### config.mk
export PLATFORM = sky130hd
export DESIGN_NAME = alu_seq_exec
export DESIGN_NICKNAME = d
export VERILOG_FILES = /design/src/rtl/alu_seq_exec.sv
export SDC_FILE = /design/constraint.sdc
export NUM_CORES = 1
export LEC_CHECK = 0
export BUFFER_PORTS_ARGS = -buffer_cell sky130_fd_sc_hd__buf_4
export CAP_MARGIN = 20
export CORE_ASPECT_RATIO = 2
export CORE_MARGIN = 4
export CORE_UTILIZATION = 49
export CTS_CLUSTER_SIZE = 20
export DETAILED_ROUTE_END_ITERATION = 6
export GPL_TIMING_DRIVEN = 0
export PLACE_DENSITY = 0.67
export SLEW_MARGIN = 20
export SYNTH_ARGS = -nofsm -noshare
export SYNTH_HDL_FRONTEND = slang
export SYNTH_SLANG_ARGS = --single-unit
export TNS_END_PERCENT = 10
### constraint.sdc
create_clock -name clk_i -period 5.5 [get_ports clk_i]
set_input_delay 1.1 -clock clk_i [delete_from_list [all_inputs] [get_ports clk_i]]
set_output_delay 1.1 -clock clk_i [all_outputs]
set_load 0.01 [all_outputs]
### src/rtl/alu_seq_exec.sv
// EX-stage execution unit: single-cycle logic/arithmetic ops and an iterative
// shift-add multiply that stalls the pipeline through busy_o.
module alu_seq_exec #(
    parameter int WIDTH = 32
) (
    input  logic             clk_i,
    input  logic             rst_i,
    input  logic             start_i,
    input  logic [3:0]       ctrl_i,
    input  logic [WIDTH-1:0] src1_i,
    input  logic [WIDTH-1:0] src2_i,
    output logic             busy_o,
    output logic             done_o,
    output logic [WIDTH-1:0] result_o,
    output logic             zero_o,
    output logic             overflow_o
);

    localparam int CNT_W = $clog2(WIDTH + 1);

    localparam logic [3:0] OP_AND = 4'b0000;
    localparam logic [3:0] OP_OR  = 4'b0001;
    localparam logic [3:0] OP_ADD = 4'b0010;
    localparam logic [3:0] OP_SUB = 4'b0110;
    localparam logic [3:0] OP_SLT = 4'b0111;
    localparam logic [3:0] OP_NOR = 4'b1100;
    localparam logic [3:0] OP_MUL = 4'b1000;

    typedef enum logic {S_IDLE, S_MUL} state_t;

    state_t state_q, state_d;

    logic [WIDTH-1:0] result_q;
    logic             zero_q;
    logic             ovf_q;
    logic             done_q;
    logic [WIDTH-1:0] mcand_q;
    logic [WIDTH-1:0] mplier_q;
    logic [WIDTH-1:0] acc_q;
    logic [CNT_W-1:0] cnt_q;

    logic signed [WIDTH-1:0] a_s;
    logic signed [WIDTH-1:0] b_s;
    logic signed [WIDTH-1:0] sum_s;
    logic signed [WIDTH-1:0] diff_s;
    logic [WIDTH-1:0]        alu_res;
    logic                    alu_ovf;
    logic [WIDTH-1:0]        acc_step;
    logic                    accept;
    logic                    mul_last;

    function automatic logic add_ovf(input logic signed [WIDTH-1:0] a,
                                     input logic signed [WIDTH-1:0] b,
                                     input logic signed [WIDTH-1:0] s);
        return (a[WIDTH-1] == b[WIDTH-1]) && (s[WIDTH-1] != a[WIDTH-1]);
    endfunction

    function automatic logic sub_ovf(input logic signed [WIDTH-1:0] a,
                                     input logic signed [WIDTH-1:0] b,
                                     input logic signed [WIDTH-1:0] d);
        return (a[WIDTH-1] != b[WIDTH-1]) && (d[WIDTH-1] != a[WIDTH-1]);
    endfunction

    assign a_s    = src1_i;
    assign b_s    = src2_i;
    assign sum_s  = a_s + b_s;
    assign diff_s = a_s - b_s;

    always_comb begin
        alu_res = '0;
        alu_ovf = 1'b0;
        case (ctrl_i)
            OP_AND: alu_res = src1_i & src2_i;
            OP_OR:  alu_res = src1_i | src2_i;
            OP_NOR: alu_res = ~(src1_i | src2_i);
            OP_ADD: begin
                alu_res = sum_s;
                alu_ovf = add_ovf(a_s, b_s, sum_s);
            end
            OP_SUB: begin
                alu_res = diff_s;
                alu_ovf = sub_ovf(a_s, b_s, diff_s);
            end
            // Sign corrected by overflow gives a true signed compare
            OP_SLT: alu_res = {{(WIDTH-1){1'b0}},
                               diff_s[WIDTH-1] ^ sub_ovf(a_s, b_s, diff_s)};
            default: begin
                alu_res = '0;
                alu_ovf = 1'b0;
            end
        endcase
    end

    assign accept   = start_i && (state_q == S_IDLE);
    assign mul_last = (state_q == S_MUL) && (cnt_q == CNT_W'(1));
    assign acc_step = acc_q + (mplier_q[0] ? mcand_q : '0);

    always_comb begin
        state_d = state_q;
        case (state_q)
            S_IDLE: if (accept && (ctrl_i == OP_MUL)) state_d = S_MUL;
            S_MUL:  if (mul_last) state_d = S_IDLE;
            default: state_d = S_IDLE;
        endcase
    end

    always_ff @(posedge clk_i or posedge rst_i) begin
        if (rst_i) state_q <= S_IDLE;
        else       state_q <= state_d;
    end

    // Datapath: single-cycle results at the accept edge, one multiply step per MUL edge
    always_ff @(posedge clk_i or posedge rst_i) begin
        if (rst_i) begin
            result_q <= '0;
            zero_q   <= 1'b0;
            ovf_q    <= 1'b0;
            done_q   <= 1'b0;
            mcand_q  <= '0;
            mplier_q <= '0;
            acc_q    <= '0;
            cnt_q    <= '0;
        end else begin
            done_q <= 1'b0;
            if (state_q == S_IDLE) begin
                if (start_i) begin
                    if (ctrl_i == OP_MUL) begin
                        mcand_q  <= src1_i;
                        mplier_q <= src2_i;
                        acc_q    <= '0;
                        cnt_q    <= CNT_W'(WIDTH);
                    end else begin
                        result_q <= alu_res;
                        zero_q   <= (alu_res == '0);
                        ovf_q    <= alu_ovf;
                        done_q   <= 1'b1;
                    end
                end
            end else begin
                acc_q    <= acc_step;
                mcand_q  <= mcand_q << 1;
                mplier_q <= mplier_q >> 1;
                cnt_q    <= cnt_q - CNT_W'(1);
                if (mul_last) begin
                    result_q <= acc_step;
                    zero_q   <= (acc_step == '0);
                    ovf_q    <= 1'b0;
                    done_q   <= 1'b1;
                end
            end
        end
    end

    assign busy_o     = (state_q == S_MUL);
    assign done_o     = done_q;
    assign result_o   = result_q;
    assign zero_o     = zero_q;
    assign overflow_o = ovf_q;

endmodule

==> impl_metrics.toml, run 1 <==
[cells_and_area]
antenna_cells = 0
drive_gt1_share_pct = 14.7
synthToLayoutAreaGrowth_pct = 16.2
nFillCells = 2627
post-route-util_pct = 57.7
stdcell_count = 2216
nets = 2067

[grt]
grtUsageTotal_pct = 35.9
grt_max_degree = 86
grt_pass1_vias = 14300
global_route.usage.met3_pct = 6.34
top_usage_layer = "met2"
antenna_found_initial = 1
met2_usage_pct = 65.1
overflow = 0
grtUsageMet1_pct = 35.3
grt_pass1_wl_um = 83300

[detailed_routing]
drc = 2
avgViaCountPerCell = 6.37
num_vias = 14100
wire_per_inst_um = 25.1
routed_wirelength_um = 55700
drt_iter0_markers = 1013
firstDrtPassIters = 7
antenna_left = 0

[pwr]
irDropWorstVdd_mv = 0.174
finalPower_mw = 5.58
leakagePower_nw = 7.18
cellPowerDensity_nw_per_um2 = 359

[clocking]
clock-root-buffer = "clkbuf_16"
cts_tree = "built"
h-tree-depth = 4
cts_max_path_buffers = 2
clk_pin_slew_ps = 60
cts.sinks = 138
clk_latency_ps = 440
cts_hold_buf = 0
numCtsBuffers = 17

[worst_setup_path]
cpPeakStageDelay_ps = 350
rrSetupSlack_ps = 1060
endpoint_kind = "register"
timing.rr.end = "result_o[28]"
critPathKind = "in -> reg"
required_ps = 5860
path_max_fanout = 3
r2r-start = "mplier_q[0]"
crit_arrival_ps = 5860
worstSetupStartpointType = "primary input"
cp_slowest_cell = "fa_2"
reg2regPathDepth = 15

[timing]
fin_skew_ps = 8.42
finalCritPeriodShare_pct = 100
hold_viol = 0
max_slew_margin_pct = 25.8
clock.fmax_mhz = 182
rsz0062_at_grt = "yes"
min_period_ps = 5500
drv_slew = 0
worstMarginPinSlew_ps = 1110
final-setup-viol-count = 1
layout_setup_ws_ps = -0.785

[yosys]
synth_area_um2 = 13400
synth_fp_nets = 1931
ys_ff_latch = 138
synth_compound_area_share_pct = 30.1
synth_xor_area_share_pct = 2.35
async_flop_share_pct = 100
synthMuxAreaShare_pct = 1.31
seq_area_frac_synth_pct = 25.8
ys_types = 106
synth-edff-count = 0
synth_adder_area_share_pct = 13.3
synth_top_family_by_area = "compound AO/OA/AOI/OAI gates"
ys_warn_count = 0
synth-simple-area-share_pct = 20.6
synthFlopType = "dfrtp_1"
syn_inst = 1720
syn_avg_cell_area_um2 = 7.77

[worst_hold_path]
hold_start = "result_o[10]"
worstHoldPathCells = 2
min_path_type = "reg -> reg"
hold_path_end = "result_o[10]"

[run]
maxCapViolations = 0

[floorplan]
initial_core_util_pct = 49.7
die_h_um = 242
boundaryPins = 107
die_w_um = 125
fp-row-count = 85
core-area_um2 = 26900
die_area_um2 = 30100

[run_status]
failed_checks = "design-rule violations, negative setup slack"
run_status = "finished, violations left"

[placed_design]
dp_cells = 2175
io_buffers = 106
hpwl_um = 45400
gp_congestion = 1.02
layout make-up:
type	instances	area (µm²)	area share, %
Inverter	106	417	2.68
Clock buffer	19	453	2.91
Sequential cell	138	3450	22.2
Timing Repair Buffer	117	902	5.81
Multi-Input combinational cell	1370	9220	59.3
Clock inverter	12	173	1.11
Tap cell	348	435	2.80
Buffer	106	489	3.15
cell usage in the layout (no fill, tap or decap), drive strengths merged, types with 20 or more instances in the layout:
cell type  instances
nand2            195
nor2             176
o21ai            170
a21oi            152
buf              147
dfrtp            138
ha               136
inv              101
clkbuf            95
and2              43
nand3             31
a21o              30
nor3              28
a211oi            25
xnor2             21
nand4             20
a221o             20
through the flow:
step / TNS [ps] / hold slack (ps) / instance area (µm²) / setup slack, ps
floorplan: 0 / 450 / 13400 / 348
global placement: -124170 / 458 / 14600 / -1540
detailed placement: -2170 / 471 / 14600 / -1530
CTS: 0 / 483 / 15400 / 0.895
global route: -114 / 497 / 15500 / -114
finish: -0.785 / 481 / 15500 / -0.785
state kept, by name, summed over array words and instances, names as in the netlist:
register / count
overflow_o: 1
mplier_q: 32
busy_o: 1
zero_o: 1
done_o: 1
acc_q: 32
cnt_q: 6
result_o: 32
mcand_q: 32
cells by family (layout without fill, tap and decap cells):
group	count (synthesis)	in the layout
AND/OR/NAND/NOR	583	583
buffers and inverters	212	360
adder cells (fa/ha/maj)	140	140
flip-flops	138	138
AO/OA/AOI/OAI	596	596
XOR/XNOR	35	35
multiplexers	16	16
where the power goes:
group	internal (mW)	leakage, nW	switching [mW]	total, mW
sequential	1.38	1.83	0.242	1.63
combinational	0.960	5.05	1.75	2.71
clock	0.776	0.293	0.471	1.25
total	3.12	7.18	2.46	5.58
layer usage:
metal  up-vias  wire [µm]
li1       6473          -
met1      6667      18400
met2       699      28300
met4         0       5360
met3       270       3590
met5         -          0
worst max-delay path, delay by kind of cell:
kind,cells,cell delay (ps)
fa+ha+maj,2,600
simple gates,11,1990
compound gates,11,1900
buf+inv,2,270
how the worst max path moves through the flow:
stage	start	endpoint	slack, ps	cells after the start
3_3_place_gp	src1_i[1]	zero_o	-1540	26
3_5_place_dp	src1_i[1]	zero_o	-1530	26
5_1_grt	src1_i[1]	zero_o	-110	26
4_1_cts	src1_i[10]	zero_o	0.9	26
2_1_floorplan	src1_i[10]	zero_o	350	25
6_report	src1_i[1]	zero_o	-0.8	26
Yosys cell counts (all sizes together), types with 5 or more instances:
library cell | n | area share (%)
nand4 | 20 | 0.94
and4 | 5 | 0.33
a41oi | 5 | 0.33
a31oi | 13 | 0.72
nand2b | 9 | 0.42
o221ai | 6 | 0.39
and3 | 9 | 0.42
o21ai | 170 | 6.4
nor4 | 15 | 0.89
or4 | 6 | 0.37
o22a | 6 | 0.39
o211ai | 12 | 0.79
a21boi | 12 | 0.73
a31o | 6 | 0.46
inv | 104 | 2.9
nor2b | 9 | 0.48
nand3 | 31 | 1.2
o21a | 15 | 0.84
dfrtp | 138 | 26
o31ai | 12 | 0.81
a211oi | 25 | 1.6
o21bai | 10 | 0.56
nor2 | 176 | 4.9
a221o | 20 | 1.5
nor3 | 28 | 1.0
a21o | 30 | 1.7
mux2 | 12 | 1.0
a221oi | 18 | 1.3
o31a | 6 | 0.39
a2111oi | 5 | 0.56
or2 | 7 | 0.35
clkbuf | 76 | 2.3
xor2 | 14 | 0.92
a21oi | 152 | 5.8
o22ai | 12 | 0.56
a22oi | 8 | 0.45
o2111ai | 7 | 0.55
o211a | 5 | 0.37
buf | 30 | 1.2
and2 | 43 | 2.0
or3 | 12 | 0.57
ha | 136 | 13
nand2 | 195 | 5.5
xnor2 | 21 | 1.4
timing repair:
item | in CTS | in global routing
pin swaps | 8 | 14
hold endpoints to repair | 0 | 0
resized for setup | 14 | 37
buffers inserted | 6 | 4
endpoints found under the setup margin | 1 | 1
Note: power is estimated with default switching activity, not from simulation.
==> inputs of run 2 (changes only) <==
--- a/config.mk
+++ b/config.mk
@@ -5,15 +5,15 @@
 export SDC_FILE = /design/constraint.sdc
 export NUM_CORES = 1
 export LEC_CHECK = 0
+export ABC_AREA = 1
 export BUFFER_PORTS_ARGS = -buffer_cell sky130_fd_sc_hd__buf_4
 export CAP_MARGIN = 20
 export CORE_ASPECT_RATIO = 2
 export CORE_MARGIN = 4
 export CORE_UTILIZATION = 49
-export CTS_CLUSTER_SIZE = 20
 export DETAILED_ROUTE_END_ITERATION = 6
 export GPL_TIMING_DRIVEN = 0
-export PLACE_DENSITY = 0.67
+export PLACE_DENSITY = 0.63
 export SLEW_MARGIN = 20
 export SYNTH_ARGS = -nofsm -noshare
 export SYNTH_HDL_FRONTEND = slang
==> run 2 against run 1 <==
The run now ends clean. Synthesized cell count up 44%. Sequential cell count unchanged. Sequential power up 18%. Core utilization down 1.4 points. Critical path type unchanged. Largest power group unchanged.
==> impl_metrics.toml, run 2 <==
[yosys]
synth.most_common_cell = "nand2_1"
synth_top_cells_by_count = "nand2_1, inv_1, nor2_1"
seq_area_frac_synth_pct = 23.4
synth_fp_nets = 2695
synth_top_cell_by_area = "dfrtp_1"
syn_avg_cell_area_um2 = 5.94
ys_ff_latch = 138
synth_area_um2 = 14800
syn_inst = 2484
synth-edff-count = 0
ys_warn_count = 0
synthFlopType = "dfrtp_1"
yosys-top-cells-area = "dfrtp_1, nand2_1, ha_1"
ys_types = 45
async_flop_share_pct = 100
synth_top_area_share_pct = 23.4

[clocking]
cts_resized = 0
numCtsBuffers = 17
clock-root-buffer = "clkbuf_16"
cts_max_path_buffers = 2
h-tree-depth = 4
cts.sinks = 138
cts_hold_buf = 0
cts_tree = "built"
cts_setup_buffers = 0
clk_pin_slew_ps = 60
clk_latency_ps = 440

[timing]
clock.fmax_mhz = 217
drv_slew = 0
hold_ws_ps = 481
worstMarginPinSlew_ps = 807
max_slew_margin_pct = 46.2
setup-tns-final_ps = 0
hold_viol = 0
min_period_ps = 4600
finalCritPeriodShare_pct = 83.6
fin_skew_ps = 10.1
rsz0062_at_grt = "no"
final-setup-viol-count = 0

[run_status]
run_status = "complete, no violations"

[floorplan]
initial_core_util_pct = 49.8
die_h_um = 253
die_area_um2 = 33100
core-area_um2 = 29600
fp-row-count = 89
die_w_um = 131
boundaryPins = 107

[placed_design]
io_buffers = 106
gp_congestion = 1.02
dp_cells = 2955
hpwl_um = 50700

[worst_setup_path]
worst_path_most_repeated_cell = "nand2_1"
path_max_fanout = 8
cp_slowest_cell = "fa_1"
cpPeakStageDelay_ps = 510
endpoint_kind = "register"
crit_arrival_ps = 4970
required_ps = 5870
critPathKind = "in -> reg"
worstSetupStartpointType = "primary input"
setup.worst_path.start = "src2_i[4]"
rrSetupSlack_ps = 1100
r2r-start = "mplier_q[0]"

[detailed_routing]
top_layer = "met4"
route.met2.wl_um = 31700
drc = 0
antenna_left = 0
drt-met1-wl_um = 20300
routed_wirelength_um = 60200
met3_length_um = 2570
firstDrtPassIters = 6
wire_per_inst_um = 20.2
drt_iter0_markers = 1296
avgViaCountPerCell = 5.53
num_vias = 16500

[grt]
grtUsageTotal_pct = 36.6
grt_max_degree = 104
grt_pass1_wl_um = 91000
overflow = 0
antenna_found_initial = 0
grt_pass1_vias = 16600

[pwr]
irDropWorstVdd_mv = 0.222
p_comb_share_pct = 61.6
internal_power_mw = 4.06
leakagePower_nw = 9.41
p_sw_share_pct = 50.9
pwr-share-clk_pct = 15.3
p_switching_mw = 4.21
finalPower_mw = 8.27
cellPowerDensity_nw_per_um2 = 496
p_seq_share_pct = 23.2

[cells_and_area]
multi_input_area_um2 = 9410
stdcell_count = 2987
layout_commonest_cell = "nand2_1"
final_cell_mix = "nand2_1, inv_1, nor2_1, nand3_1, dfrtp_1"
antenna_cells = 0
drive_gt1_share_pct = 7.82
synthToLayoutAreaGrowth_pct = 13.1
regArea_um2 = 3450
nFillCells = 3157
nets = 2821

[worst_hold_path]
hold_start = "acc_q[3]"
min_path_type = "reg -> reg"

[run]
maxCapViolations = 0
-- run 2: logic make-up (layout without fill, tap and decap cells) --
family / after synthesis / in the layout / share of synthesized area [%]
XOR/XNOR: 14 / 14 / 0.831
AO/OA/AOI/OAI: 297 / 297 / 11.9
adder cells (fa/ha/maj): 140 / 140 / 12.1
flip-flops: 138 / 138 / 23.4
buffers and inverters: 476 / 615 / 12.8
AND/OR/NAND/NOR: 1419 / 1419 / 39.0
-- run 2: critical path: cells and delay by family --
kind | cells | cell delay, ps
AOI/OAI and AO/OA | 1 | 140
buffers and inverters | 4 | 390
and+or+nand+nor | 23 | 2570
adders and majority gates | 2 | 770
-- run 2: final timing paths --
path	to	cells after the start
worst max-delay path	zero_o	30
worst min-delay path	acc_q[3]	2
worst min register to register	acc_q[3]	2
worst max register to register	zero_o	19
max in group asynchronous	mcand_q[3]	3
min in group asynchronous	result_o[24]	2
-- run 2: cell type report --
cell class | instances | share of cell area [%]
repair buffers | 107 | 4.93
plain buffers | 87 | 2.56
flip-flops and latches | 138 | 20.7
clock inverters | 10 | 0.982
inverters | 389 | 8.80
multi-input cells | 1870 | 56.4
well taps | 364 | 2.73
clock buffers | 22 | 2.90
-- run 2: stage by stage --
step / cell area (µm²) / setup slack, ps / utilization (%)
global placement: 16000 / -777 / 54.0
global route: 16700 / 536 / 56.3
detailed placement: 16000 / 518 / 54.1
finish: 16700 / 901 / 56.3
CTS: 16700 / 951 / 56.3
floorplan: 14800 / 704 / -
-- run 2: layer usage --
layer | track usage (%) | vias to the layer above
met5 | 0 | -
met3 | 2.91 | 246
li1 | - | 8101
met2 | 67.6 | 591
met1 | 36.5 | 7585
met4 | 28.6 | 0
-- run 2: power by group through the flow --
stage / clock network [mW] / registers, mW / logic [mW]
5_1_grt: 1.30 / 1.96 / 5.65
2_1_floorplan: 0 / 1.87 / 3.39
3_3_place_gp: 0 / 1.90 / 4.95
6_report: 1.26 / 1.92 / 5.09
3_5_place_dp: 0 / 1.92 / 5.01
4_1_cts: 1.26 / 1.90 / 5.06
==> inputs of run 3 (changes only) <==
--- a/config.mk
+++ b/config.mk
@@ -13,7 +13,7 @@
 export CORE_UTILIZATION = 49
 export DETAILED_ROUTE_END_ITERATION = 6
 export GPL_TIMING_DRIVEN = 0
-export PLACE_DENSITY = 0.63
+export PLACE_DENSITY = 0.66
 export SLEW_MARGIN = 20
 export SYNTH_ARGS = -nofsm -noshare
 export SYNTH_HDL_FRONTEND = slang
==> constraint.sdc (replaced) <==
create_clock -name clk_i -period 4 [get_ports clk_i]
set_input_delay 0.8 -clock clk_i [delete_from_list [all_inputs] [get_ports clk_i]]
set_output_delay 0.8 -clock clk_i [all_outputs]
set_load 0.01 [all_outputs]
==> run 3 against run 2 <==
Clock power up 35%. Hold slack worse by 150 ps. Setup slack worse by 830 ps. Register-to-register slack worse by 1000 ps. Power up 38%. Count of clock-buffer cells in the layout up 5. Clock skew down 2.6 ps. Non-clock buffer count up 18. Sequential share of layout area down 0.49 points. Global-route usage down 0.13 points. Sequential cell count unchanged. Via count up 0.80%. Critical endpoint unchanged.
==> impl_metrics.toml, run 3 (synthesis gave the netlist of run 2 again) <==
[floorplan]
fp-row-count = 89
core-area_um2 = 29600
initial_core_util_pct = 49.8
die_h_um = 253
boundaryPins = 107
die_w_um = 131
die_area_um2 = 33100

[worst_setup_path]
cpLargestDelayFamily = "simple AND/OR/NAND/NOR gates"
path_buf_inv = 4
worst_path_most_repeated_cell = "nand2_1"
endpoint_kind = "register"
cp_slowest_cell = "clkbuf_1"
worstSetupStartpointType = "register"
critPathKind = "reg -> reg"
crit_arrival_ps = 4300
path_max_fanout = 10
cpPeakStageDelay_ps = 370
crit_chain = "clkbuf_1 > clkbuf_2 > nand2_1 > inv_1 > ha_1 > nand2_1 > nor2_1 > inv_1 > nor3_2 > nand3_1 > nand3_1 > a21oi_1 > xor2_1 > nand2_1 > nor2_1 > nand3_1 > nand2_1 > nand2_1 > nand2_1"
required_ps = 4370

[grt]
antenna_found_initial = 0
grtUsageTotal_pct = 36.5
grt_max_degree = 36
grt_pass1_vias = 16600
overflow = 0
grt_pass1_wl_um = 90600

[detailed_routing]
routed_wirelength_um = 60500
antenna_left = 0
drc = 0
avgViaCountPerCell = 5.54
num_vias = 16700
wire_per_inst_um = 20.1
drt_iter0_markers = 1015
firstDrtPassIters = 6

[timing]
hold_viol = 0
drv_slew = 0
layout_setup_ws_ps = 69.0
fin_skew_ps = 7.48
finalCritPeriodShare_pct = 98.3
rsz0062_at_grt = "yes"
clock.fmax_mhz = 254
final-setup-viol-count = 0
max_slew_margin_pct = 43.6
worstMarginPinSlew_ps = 846
min_period_ps = 3930
setup-tns-final_ps = 0

[cells_and_area]
antenna_cells = 0
drive_gt1_share_pct = 9.92
layout_commonest_cell = "nand2_1"
synthToLayoutAreaGrowth_pct = 15.9
nets = 2839
final_cell_mix = "nand2_1, inv_1, nor2_1, nand3_1, dfrtp_1"

[placed_design]
hpwl_um = 51000
post-place-ws_ps = -675
io_buffers = 106
gp_congestion = 1.02

[clocking]
cts_tree = "built"
cts.sinks = 138
clk_latency_ps = 430
cts_max_path_buffers = 2
h-tree-depth = 4
numCtsBuffers = 17
clk_pin_slew_ps = 60
clock-root-buffer = "clkbuf_16"

[pwr]
irDropWorstVdd_mv = 0.300
cellPowerDensity_nw_per_um2 = 669
leakagePower_nw = 9.54

[run_status]
run_status = "complete, no violations"

[run]
maxCapViolations = 0

[worst_hold_path]
min_path_type = "in -> async"
[run 3: report_power, final]
part	internal, mW	switching (mW)	total (mW)	leakage, nW
logic	2.37	4.73	7.09	7.62
clock network	1.11	0.590	1.70	0.316
registers	2.14	0.489	2.63	1.60
total	5.62	5.80	11.4	9.54
[run 3: cell type report]
class | count | area (µm²)
Tap cell | 364 | 455
Inverter | 389 | 1480
Sequential cell | 138 | 3450
Multi-Input combinational cell | 1870 | 9570
Clock inverter | 5 | 103
Buffer | 87 | 465
Timing Repair Buffer | 125 | 1020
Clock buffer | 27 | 543
Fill cell | 3087 | 12500
[run 3: per-layer routing]
layer | wire, µm | vias up | global-route usage [%]
met5 | 0 | - | 0
met4 | 5660 | 0 | 28.7
met3 | 2610 | 236 | 3.78
met2 | 32100 | 636 | 67.5
met1 | 20100 | 7650 | 35.5
li1 | - | 8134 | -
[run 3: worst register-to-register path, stage by stage, from the launching register on]
cell	delay, ps
dfrtp_1	320
clkbuf_1	370
clkbuf_2	320
nand2_1	90
inv_1	70
ha_1	280
nand2_1	160
nor2_1	220
inv_1	190
nor3_2	330
nand3_1	290
nand3_1	280
a21oi_1	130
xor2_1	240
nand2_1	90
nor2_1	170
nand3_1	120
nand2_1	80
nand2_1	50
nand2_1	70
[run 3: timing repair]
item,in CTS,in global routing
resized for setup,15,70
pin swaps,2,24
hold buffers,0,0
buffers inserted,0,15
endpoints found under the setup margin,3,1
hold endpoints to repair,0,0
[run 3: per-stage QoR]
step	instance area, µm²	cells	power (mW)	utilization, %	hold slack [ps]
CTS	16800	2990	11.3	56.7	328
detailed placement	16100	2958	9.58	54.3	470
finish	17100	3005	11.4	57.7	326
floorplan	14800	2484	7.23	-	448
global placement	16000	2954	9.46	54.0	461
global route	17100	3005	12.4	57.7	350
[run 3: path summary, 6_finish.rpt]
kind | startpoint | end | slack, ps | cells after the start
setup / recovery | mplier_q[0] | zero_o | 70 | 19
hold / removal | rst_i | acc_q[24] | 330 | 2
setup reg to reg | mplier_q[0] | zero_o | 70 | 19
hold reg to reg | acc_q[2] | acc_q[2] | 480 | 2
max in group asynchronous | rst_i | mcand_q[2] | 2460 | 6
min in group clk_i | acc_q[2] | acc_q[2] | 480 | 2
